`config.mk`:
```
export PLATFORM = sky130hd
export DESIGN_NAME = sdr_duc_receive
export DESIGN_NICKNAME = d
export VERILOG_FILES = /design/src/rtl/sdr_duc_receive.sv
export SDC_FILE = /design/constraint.sdc
export NUM_CORES = 1
export LEC_CHECK = 0
export ABC_AREA = 1
export ABC_CLOCK_PERIOD_IN_PS = 2740
export CORE_UTILIZATION = 50
export CTS_BUF_LIST = sky130_fd_sc_hd__clkbuf_16
export CTS_CLUSTER_DIAMETER = 150
export DETAILED_ROUTE_END_ITERATION = 8
export DONT_BUFFER_PORTS = 1
export PLACE_DENSITY = 0.63
export RECOVER_POWER = 50
export SLEW_MARGIN = 20
export SYNTH_ARGS = -nofsm -noshare
export SYNTH_HDL_FRONTEND = slang
export SYNTH_SLANG_ARGS = --single-unit
```
`constraint.sdc`:
```
create_clock -name rx_clock -period 2.74 [get_ports rx_clock]
set_clock_uncertainty 0.2 [all_clocks]
set_input_delay 0.274 -clock rx_clock [delete_from_list [all_inputs] [get_ports rx_clock]]
set_output_delay 0.274 -clock rx_clock [all_outputs]
set_load 0.05 [all_outputs]
```
`src/rtl/sdr_duc_receive.sv`:
```
// Receive-side DUC I/Q parser: strips the 32-bit sequence number from each UDP payload,
// packs 24-bit big-endian I/Q pairs into 48-bit FIFO words and tracks sequence/short/overflow errors.
module sdr_duc_receive #(
  parameter logic [15:0] RX_PORT = 16'd1029,
  parameter int          SAMPLES = 240
) (
  input  logic        rx_clock,
  input  logic        reset_n,
  input  logic        run,
  input  logic        udp_rx_active,
  input  logic [7:0]  udp_rx_data,
  input  logic [15:0] to_port,
  input  logic        fifo_full,
  output logic        fifo_wrreq,
  output logic [47:0] fifo_wdata,
  output logic        seq_error,
  output logic [15:0] seq_err_count,
  output logic [15:0] overflow_count,
  output logic [7:0]  short_count,
  output logic [31:0] last_seq,
  output logic        pkt_done
);

  localparam logic [10:0] LAST_BYTE = 11'(4 + 6 * SAMPLES - 1);

  typedef enum logic [1:0] {
    S_IDLE    = 2'd0,
    S_SEQ     = 2'd1,
    S_DATA    = 2'd2,
    S_DISCARD = 2'd3
  } state_t;

  state_t      state_q;
  logic [10:0] byte_cnt_q;
  logic [2:0]  pair_cnt_q;
  logic [23:0] rx_seq_q;
  logic [39:0] shift_q;
  logic [31:0] expected_seq_q;
  logic        seeded_q;
  logic        active_q;

  logic        wrreq_q;
  logic [47:0] wdata_q;
  logic        seq_error_q;
  logic [15:0] seq_err_count_q;
  logic [15:0] overflow_count_q;
  logic [7:0]  short_count_q;
  logic [31:0] last_seq_q;
  logic        pkt_done_q;

  logic [31:0] seq_word_d;
  logic [47:0] word_d;
  logic        seq_mismatch_d;

  function automatic logic [15:0] sat_inc16(input logic [15:0] v);
    sat_inc16 = (v == 16'hFFFF) ? v : v + 16'd1;
  endfunction

  function automatic logic [7:0] sat_inc8(input logic [7:0] v);
    sat_inc8 = (v == 8'hFF) ? v : v + 8'd1;
  endfunction

  // Candidate sequence number and data word formed with the byte currently on the bus.
  always_comb begin
    seq_word_d     = {rx_seq_q, udp_rx_data};
    word_d         = {shift_q, udp_rx_data};
    seq_mismatch_d = seeded_q && (seq_word_d != expected_seq_q);
  end

  // Packet parser FSM with all status outputs registered.
  always_ff @(posedge rx_clock or negedge reset_n) begin
    if (!reset_n) begin
      state_q          <= S_IDLE;
      byte_cnt_q       <= 11'd0;
      pair_cnt_q       <= 3'd0;
      rx_seq_q         <= 24'd0;
      shift_q          <= 40'd0;
      expected_seq_q   <= 32'd0;
      seeded_q         <= 1'b0;
      active_q         <= 1'b0;
      wrreq_q          <= 1'b0;
      wdata_q          <= 48'd0;
      seq_error_q      <= 1'b0;
      seq_err_count_q  <= 16'd0;
      overflow_count_q <= 16'd0;
      short_count_q    <= 8'd0;
      last_seq_q       <= 32'd0;
      pkt_done_q       <= 1'b0;
    end else begin
      wrreq_q     <= 1'b0;
      seq_error_q <= 1'b0;
      pkt_done_q  <= 1'b0;
      active_q    <= udp_rx_active;
      if (!run) begin
        state_q  <= S_IDLE;
        seeded_q <= 1'b0;
      end else begin
        case (state_q)
          S_IDLE: begin
            // A start needs a low cycle first, so a packet already in flight when run returns is skipped.
            if (udp_rx_active) begin
              if (!active_q && (to_port == RX_PORT)) begin
                state_q    <= S_SEQ;
                rx_seq_q   <= {16'd0, udp_rx_data};
                byte_cnt_q <= 11'd1;
              end else begin
                state_q <= S_DISCARD;
              end
            end else begin
              state_q <= S_IDLE;
            end
          end
          S_SEQ: begin
            if (!udp_rx_active) begin
              short_count_q <= sat_inc8(short_count_q);
              state_q       <= S_IDLE;
            end else begin
              rx_seq_q   <= seq_word_d[23:0];
              byte_cnt_q <= byte_cnt_q + 11'd1;
              if (byte_cnt_q == 11'd3) begin
                seq_error_q <= seq_mismatch_d;
                if (seq_mismatch_d) begin
                  seq_err_count_q <= sat_inc16(seq_err_count_q);
                end else begin
                  seq_err_count_q <= seq_err_count_q;
                end
                expected_seq_q <= seq_word_d + 32'd1;
                last_seq_q     <= seq_word_d;
                seeded_q       <= 1'b1;
                pair_cnt_q     <= 3'd0;
                state_q        <= S_DATA;
              end else begin
                state_q <= S_SEQ;
              end
            end
          end
          S_DATA: begin
            if (!udp_rx_active) begin
              short_count_q <= sat_inc8(short_count_q);
              state_q       <= S_IDLE;
            end else begin
              shift_q    <= word_d[39:0];
              byte_cnt_q <= byte_cnt_q + 11'd1;
              if (pair_cnt_q == 3'd5) begin
                pair_cnt_q <= 3'd0;
                if (fifo_full) begin
                  overflow_count_q <= sat_inc16(overflow_count_q);
                end else begin
                  wrreq_q <= 1'b1;
                  wdata_q <= word_d;
                end
              end else begin
                pair_cnt_q <= pair_cnt_q + 3'd1;
              end
              if (byte_cnt_q == LAST_BYTE) begin
                pkt_done_q <= 1'b1;
                state_q    <= S_DISCARD;
              end else begin
                state_q <= S_DATA;
              end
            end
          end
          S_DISCARD: begin
            if (!udp_rx_active) begin
              state_q <= S_IDLE;
            end else begin
              state_q <= S_DISCARD;
            end
          end
          default: begin
            state_q <= S_IDLE;
          end
        endcase
      end
    end
  end

  assign fifo_wrreq     = wrreq_q;
  assign fifo_wdata     = wdata_q;
  assign seq_error      = seq_error_q;
  assign seq_err_count  = seq_err_count_q;
  assign overflow_count = overflow_count_q;
  assign short_count    = short_count_q;
  assign last_seq       = last_seq_q;
  assign pkt_done       = pkt_done_q;

endmodule

```
==> flow_summary_export.csv, run 1 <==
group,metric,value,unit
sta,fin_setup_tns,0,ns
final_layout,drive_gt1_share,5.279,%
final_layout,layoutNonFillerInstCount,1625,
sta,final_max_slew_viol_count,0,
place,gp_congestion,0.8432,
min_path,min-delay-path-class,"input pin to async pin",
yosys,synth-edff-count,0,
yosys,ys_ff_latch,237,
place,port_buffers,0,
yosys,synth.top_cell.area_share,53.66,%
yosys,synth.most_common_cell,"nand2_1",
job,drv_cap,0,
global_route,grt_antenna_before_repair,0,
clocking,cts_setup_buffers,0,
clocking,clkTransAtPathRegs,0.06,ns
yosys,synth-simple-area-share,22.89,%
clocking,clockBufferDepth,3,
setup_path,end_kind,"flip-flop",
yosys,synth-main-ff-cell,"dfrtp_1",
yosys,syn-cell-area,11050,um^2
power_and_ir_drop,p_per_area,777.7,nW/um^2
final_layout,nets,1365,
floorplan,row_count,54,
sta,finalSetupViolCount,0,
yosys,synth_top_family_by_area,"simple AND/OR/NAND/NOR gates",
floorplan,design.die.area,22700,um^2
drt,drc,0,
clocking,cts_root_buf,"clkbuf_16",
clocking,cts_tree,"built",
drt,drt_first_pass_iters,5,
sta,grt_setup_unrepaired,"no",
final_layout,syn2layout_area_growth,11.43,%
yosys,ys_async_sr_fraction,100.0,%
setup_path,worstSetupPathType,"flip-flop to flip-flop",
clocking,clkLatencyLatePin,0.52,ns
setup_path,crit_required,2.92,ns
drt,wl,24.97,mm
clocking,cts-htree-levels,1,
drt,drt_iter0_markers,376,
yosys,muxShareOfSynthArea,0.1019,%
power_and_ir_drop,ir_drop,0.4833,mV
final_layout,antenna_cells,0,
place,dp_cells,1566,
drt,num_vias,8428,
outcome,status,"finished, violations left",
global_route,grt_use_total,22.40,%
floorplan,io_pins,152,
yosys,ys_top_cells_by_area,"dfrtp_1 54%, nand2_1 13%, o21ai_0 7.4%, inv_1 5.0%, xor2_1 2.9%",
sta,worst-slew-pin-transition,0.8304,ns
place,hpwlAfterDp,16.25,mm
setup_path,cp.arrival,2.68,ns
yosys,seq_area_frac_synth,53.66,%
sta,finalHoldViolations,237,
drt,vias_per_cell,5.186,
yosys,synth_area_leader_cell,"dfrtp_1",
setup_path,start_kind,"flip-flop",
sta,fin_crit,2.496,ns
floorplan,die_h,150.7,um
floorplan,initial_utilization,50.80,%
drt,wl_per_cell,15.36,um
global_route,grt-ovfl-total,0,
clocking,numCtsBuffers,26,
outcome,violations,"hold timing",
clocking,holdBufCountCts,13,
yosys,synth.avg_cell_area,8.449,um^2
sta,fin_crit_sh,91.10,%
global_route,grt_max_degree,238,
yosys,synth_xor_area_share,5.547,%
sta,max_freq,400.6,MHz
power_and_ir_drop,leakage,5.688,nW
global_route,grt_pass1_vias,7967,
global_route,grt_pass1_wl,40.54,mm
yosys,syn_inst,1308,
floorplan,core,21760,um^2
yosys,synth_warnings,0,
yosys,synth_cell_type_count,38,
yosys,synth_common_cells,"378 x nand2_1, 237 x dfrtp_1, 164 x o21ai_0",
sta,fin_hold_ws,-0.7493,ns
yosys,synth-compound-area-share,9.193,%
yosys,synthesis.nets,1346,
sta,slew_headroom,44.64,%
floorplan,die_w,150.7,um
drt,ant_nets,0,
final_layout,nFillCells,1961,
setup_path,worst-path-max-fanout,5,
yosys,synthAdderAreaFrac,1.019,%
clocking,clock-sinks,237,
critical path, cell delays in order, from the launching register on:
cell	delay [ns]
dfrtp_1	0.32
clkbuf_1	0.53
ha_1	0.26
inv_1	0.05
nor2_1	0.09
inv_1	0.05
o21ai_1	0.38
nor2_1	0.13
nand3_1	0.14
nor2_1	0.07
xor2_1	0.14
placed cells by master, fill, tap and decap left out, drive strengths merged:
master	netlist	final
nor2	80	80
xnor2	34	34
nand3b	3	3
inv	150	155
o21ai	170	170
o211ai	10	10
bufinv	0	3
o22ai	2	2
nand3	48	48
a22o	1	1
o31ai	2	2
o2111ai	1	1
clkbuf	40	54
dlygate4sd3	0	13
nor4	7	7
buf	22	13
xor2	36	36
o21a	4	4
clkinv	0	11
nand2	380	380
ha	9	9
and3	1	1
nor3	26	26
mux2	1	1
and2	1	1
dfrtp	237	237
nand4	40	40
a21oi	3	3
flip-flops by register name, summed over array words and instances, names as in the netlist, 3 cells and up:
name,flops
fifo_wdata,48
shift_q,40
expected_seq_q,32
last_seq,32
rx_seq_q,24
overflow_count,16
seq_err_count,16
byte_cnt_q,11
short_count,8
pair_cnt_q,3
through the flow:
step | instance area, um^2 | power, mW | utilization (%) | worst slack, ns
6_report | 12320 | 9.578 | 56.61 | 0.2438
5_1_grt | 12320 | 10.04 | 56.61 | 0.1222
4_1_cts | 12420 | 9.692 | 57.07 | 0.3189
3_5_place_dp | 11450 | 6.199 | 52.61 | 0.4243
3_3_place_gp | 11450 | 6.161 | 52.61 | 0.4980
2_1_floorplan | 11050 | 5.874 | - | 0.4659
worst paths after layout:
path / depth (start not counted) / end / from / slack, ns
setup / recovery: 10 / short_count[7] / short_count[1] / 0.24
hold / removal: 0 / fifo_wdata[28] / reset_n / -0.75
setup reg to reg: 10 / short_count[7] / short_count[1] / 0.24
hold reg to reg: 2 / shift_q[23] / shift_q[15] / 0.28
max in group asynchronous: 0 / shift_q[12] / reset_n / 2.61
min in group rx_clock: 3 / expected_seq_q[5] / udp_rx_data[4] / 0.01
what timing repair did:
item,4_1_cts,5_1_grt
setup endpoints to repair,0,0
endpoints found under the hold margin,298,237
gates resized for setup,0,0
logic make-up after synthesis:
| kind of cell | count (synthesis) |
|---|---|
| AO/OA/AOI/OAI | 193 |
| XOR/XNOR | 70 |
| adder cells (fa/ha/maj) | 9 |
| buffers and inverters | 212 |
| flip-flops | 237 |
| multiplexers | 1 |
| AND/OR/NAND/NOR | 586 |
routing by layer:
layer  up-vias  global-route usage [%]  routed length (um)  part of all wire [%]
li1       4216                       -                   -                     -
met1      3967                   30.42               11330                    45
met2       213                   36.52               11470                    46
met3        32                   4.970                1741                   7.0
met4         0                   5.150                 427                   1.7
met5         -                       0                   0                     0
power by group:
group / internal, mW / leakage [nW] / switching, mW
clock network: 2.05 / 0.433 / 1.38
logic: 0.417 / 2.12 / 0.654
registers: 4.00 / 3.13 / 1.07
total: 6.47 / 5.69 / 3.10
layout make-up:
type / count / area (um^2) / share of cell area [%]
flip-flops and latches: 237 / 5931 / 48.16
multi-input cells: 859 / 4289 / 34.83
inverters: 150 / 563.0 / 4.572
clock inverters: 19 / 165.2 / 1.341
clock buffers: 27 / 675.6 / 5.486
well taps: 280 / 350.3 / 2.845
repair buffers: 53 / 341.6 / 2.774
Note: power is estimated with default switching activity, not from simulation.
==> inputs of run 2 (changes only) <==
==> constraint.sdc (replaced) <==
create_clock -name rx_clock -period 2.74 [get_ports rx_clock]
set_clock_uncertainty 0.2 [all_clocks]
set_input_delay 0.137 -clock rx_clock [delete_from_list [all_inputs] [get_ports rx_clock]]
set_output_delay 0.137 -clock rx_clock [all_outputs]
set_load 0.05 [all_outputs]
==> run 2 against run 1 <==
The run still ends with hold timing left. Largest cell class unchanged. Combinational power barely moved. Final area is 1.6% higher. Critical endpoint unchanged. Highest routed layer unchanged. Setup slack worse by 0.0018 ns.
==> flow_summary_export.csv, run 2 (synthesis results as in run 1) <==
group,metric,value,unit
outcome,status,"finished, violations left",
outcome,violations,"hold timing",
clocking,cts_setup_buffers,0,
global_route,met3_usage,5.273,%
sta,fin_setup_tns,0,ns
setup_path,crit_family,"buffers and inverters",
clocking,clock-sinks,237,
sta,final_max_slew_viol_count,0,
floorplan,die_w,150.7,um
clocking,clkLatencyLatePin,0.53,ns
sta,finalHoldViolations,237,
sta,slew_headroom,48.71,%
power_and_ir_drop,combPwrFrac,10.9,%
place,gp_congestion,0.8481,
power_and_ir_drop,p_per_area,794.5,nW/um^2
clocking,cts_tree,"built",
setup_path,worst-path-max-fanout,5,
setup_path,start_kind,"flip-flop",
setup_path,cp.arrival,2.69,ns
clocking,clkTransAtPathRegs,0.06,ns
drt,drt_first_pass_iters,5,
global_route,busiest_layer,"met2",
clocking,clockBufferDepth,3,
setup_path,end_kind,"flip-flop",
final_layout,syn2layout_area_growth,13.18,%
setup_path,critPathBufInv,3,
global_route,grt-ovfl-total,0,
sta,worst-slew-pin-transition,0.7693,ns
global_route,grt_pass1_wl,41.29,mm
drt,drc,0,
final_layout,post-route-util,57.49,%
final_layout,drive_gt1_share,5.322,%
power_and_ir_drop,sequentialPowerShare,51.0,%
power_and_ir_drop,ir_drop,0.5415,mV
global_route,use_met1,31.63,%
sta,max_freq,400.3,MHz
clocking,holdBufCountCts,23,
power_and_ir_drop,intPower,6.810,mW
floorplan,row_count,54,
place,port_buffers,0,
drt,vias_per_cell,5.185,
setup_path,crit_required,2.93,ns
clocking,cts_root_buf,"clkbuf_16",
drt,wl_per_cell,15.33,um
setup_path,slowest_stage,"clkbuf_1",
drt,drt_iter0_markers,489,
global_route,globalRouteMet2Util,36.27,%
sta,finalSetupViolCount,0,
sta,fin_crit_sh,91.17,%
setup_path,cpPeakStageDelay,0.54,ns
power_and_ir_drop,leakage,5.749,nW
global_route,grt_pass1_vias,8011,
final_layout,antenna_cells,0,
min_path,min-delay-path-class,"input pin to async pin",
job,drv_cap,0,
final_layout,largest_reg_flops,48,
power_and_ir_drop,power.switching,3.128,mW
floorplan,initial_utilization,50.80,%
drt,ant_nets,0,
global_route,grt_antenna_before_repair,0,
final_layout,final_cell_mix,"377 x nand2_1, 237 x dfrtp_1, 164 x o21ai_0, 148 x inv_1, 71 x nor2_1",
power_and_ir_drop,clock_power_share,38.1,%
sta,fin_crit,2.498,ns
drt,num_vias,8467,
setup_path,worst_path_most_repeated_cell,"nor2_1",
final_layout,nets,1373,
clocking,numCtsBuffers,26,
setup_path,crit_path_cell_trace,"clkbuf_1 > ha_1 > inv_1 > nor2_1 > inv_1 > o21ai_1 > nor2_1 > nand3_1 > nor2_1 > xor2_1",
power_and_ir_drop,swShare,31.48,%
floorplan,io_pins,152,
drt,wl,25.03,mm
sta,grt_setup_unrepaired,"no",
global_route,grt_max_degree,238,
floorplan,design.die.area,22700,um^2
floorplan,die_h,150.7,um
sta,fin_hold_ws,-0.8990,ns
final_layout,final_common_cell,"nand2_1",
global_route,grt_use_total,22.81,%
place,hpwlAfterDp,16.30,mm
power_and_ir_drop,power.total,9.938,mW
floorplan,core,21760,um^2
clocking,cts-htree-levels,1,
setup_path,worstSetupPathType,"flip-flop to flip-flop",
[run 2: repair_timing]
| item | CTS | global route |
|---|---|---|
| resized for setup | 0 | 1 |
| endpoints found under the hold margin | 347 | 237 |
| endpoints found under the setup margin | 0 | 10 |
[run 2: stage by stage]
step	hold WS, ns	instance area [um^2]	cells	setup WS, ns
4_1_cts	-0.9137	12610	1633	0.3282
3_5_place_dp	-0.3530	11440	1564	0.4499
6_report	-0.8990	12510	1633	0.2420
3_3_place_gp	-0.3522	11440	1564	0.4972
2_1_floorplan	-0.3586	11050	1308	0.4659
5_1_grt	-0.9181	12510	1633	0.005629
[run 2: area by class of cell]
class                      instances  area (um^2)
tap                              280        350.3
inverter                         150        563.0
multi-input combinational        859         4292
clock buffer                      26        650.6
fill                            2009         9248
timing repair buffer              61        439.2
clock inverter                    20        282.8
sequential                       237         5931
[run 2: final timing paths]
| check | startpoint | endpoint | slack (ns) | cells after the start |
|---|---|---|---|---|
| max in group asynchronous | reset_n | seq_err_count[1] | 2.77 | 0 |
| max reg2reg | short_count[1] | short_count[7] | 0.24 | 10 |
| max | short_count[1] | short_count[7] | 0.24 | 10 |
| min in group rx_clock | udp_rx_active | active_q | 0.12 | 1 |
| min reg2reg | shift_q[24] | shift_q[32] | 0.28 | 2 |
| min | reset_n | shift_q[32] | -0.90 | 0 |
[run 2: worst reg2reg max path, delay by kind of cell (launching register included)]
| family | cells | cell delay, ns |
|---|---|---|
| adder cells (fa/ha/maj) | 1 | 0.27 |
| buffers and inverters | 3 | 0.64 |
| flip-flops | 1 | 0.32 |
| AND/OR/NAND/NOR | 4 | 0.44 |
| AO/OA/AOI/OAI | 1 | 0.34 |
| XOR/XNOR | 1 | 0.15 |
[run 2: routing by layer]
metal  part of all wire (%)  wire [um]  vias up
li1                       -          -     4227
met1                     45      11220     4012
met2                     46      11580      200
met3                    7.4       1848       28
met4                    1.5        382        0
met5                      0          0        -
[run 2: power by group through the flow]
stage                     sequential (mW)  clock [mW]  combinational (mW)
after CTS                            5.07        3.86                1.11
final                                5.06        3.79                1.08
after floorplan                      5.02           0               0.851
after detailed placement             5.13           0                1.07
after global routing                 5.14        4.00                1.27
after global placement               5.12           0                1.04
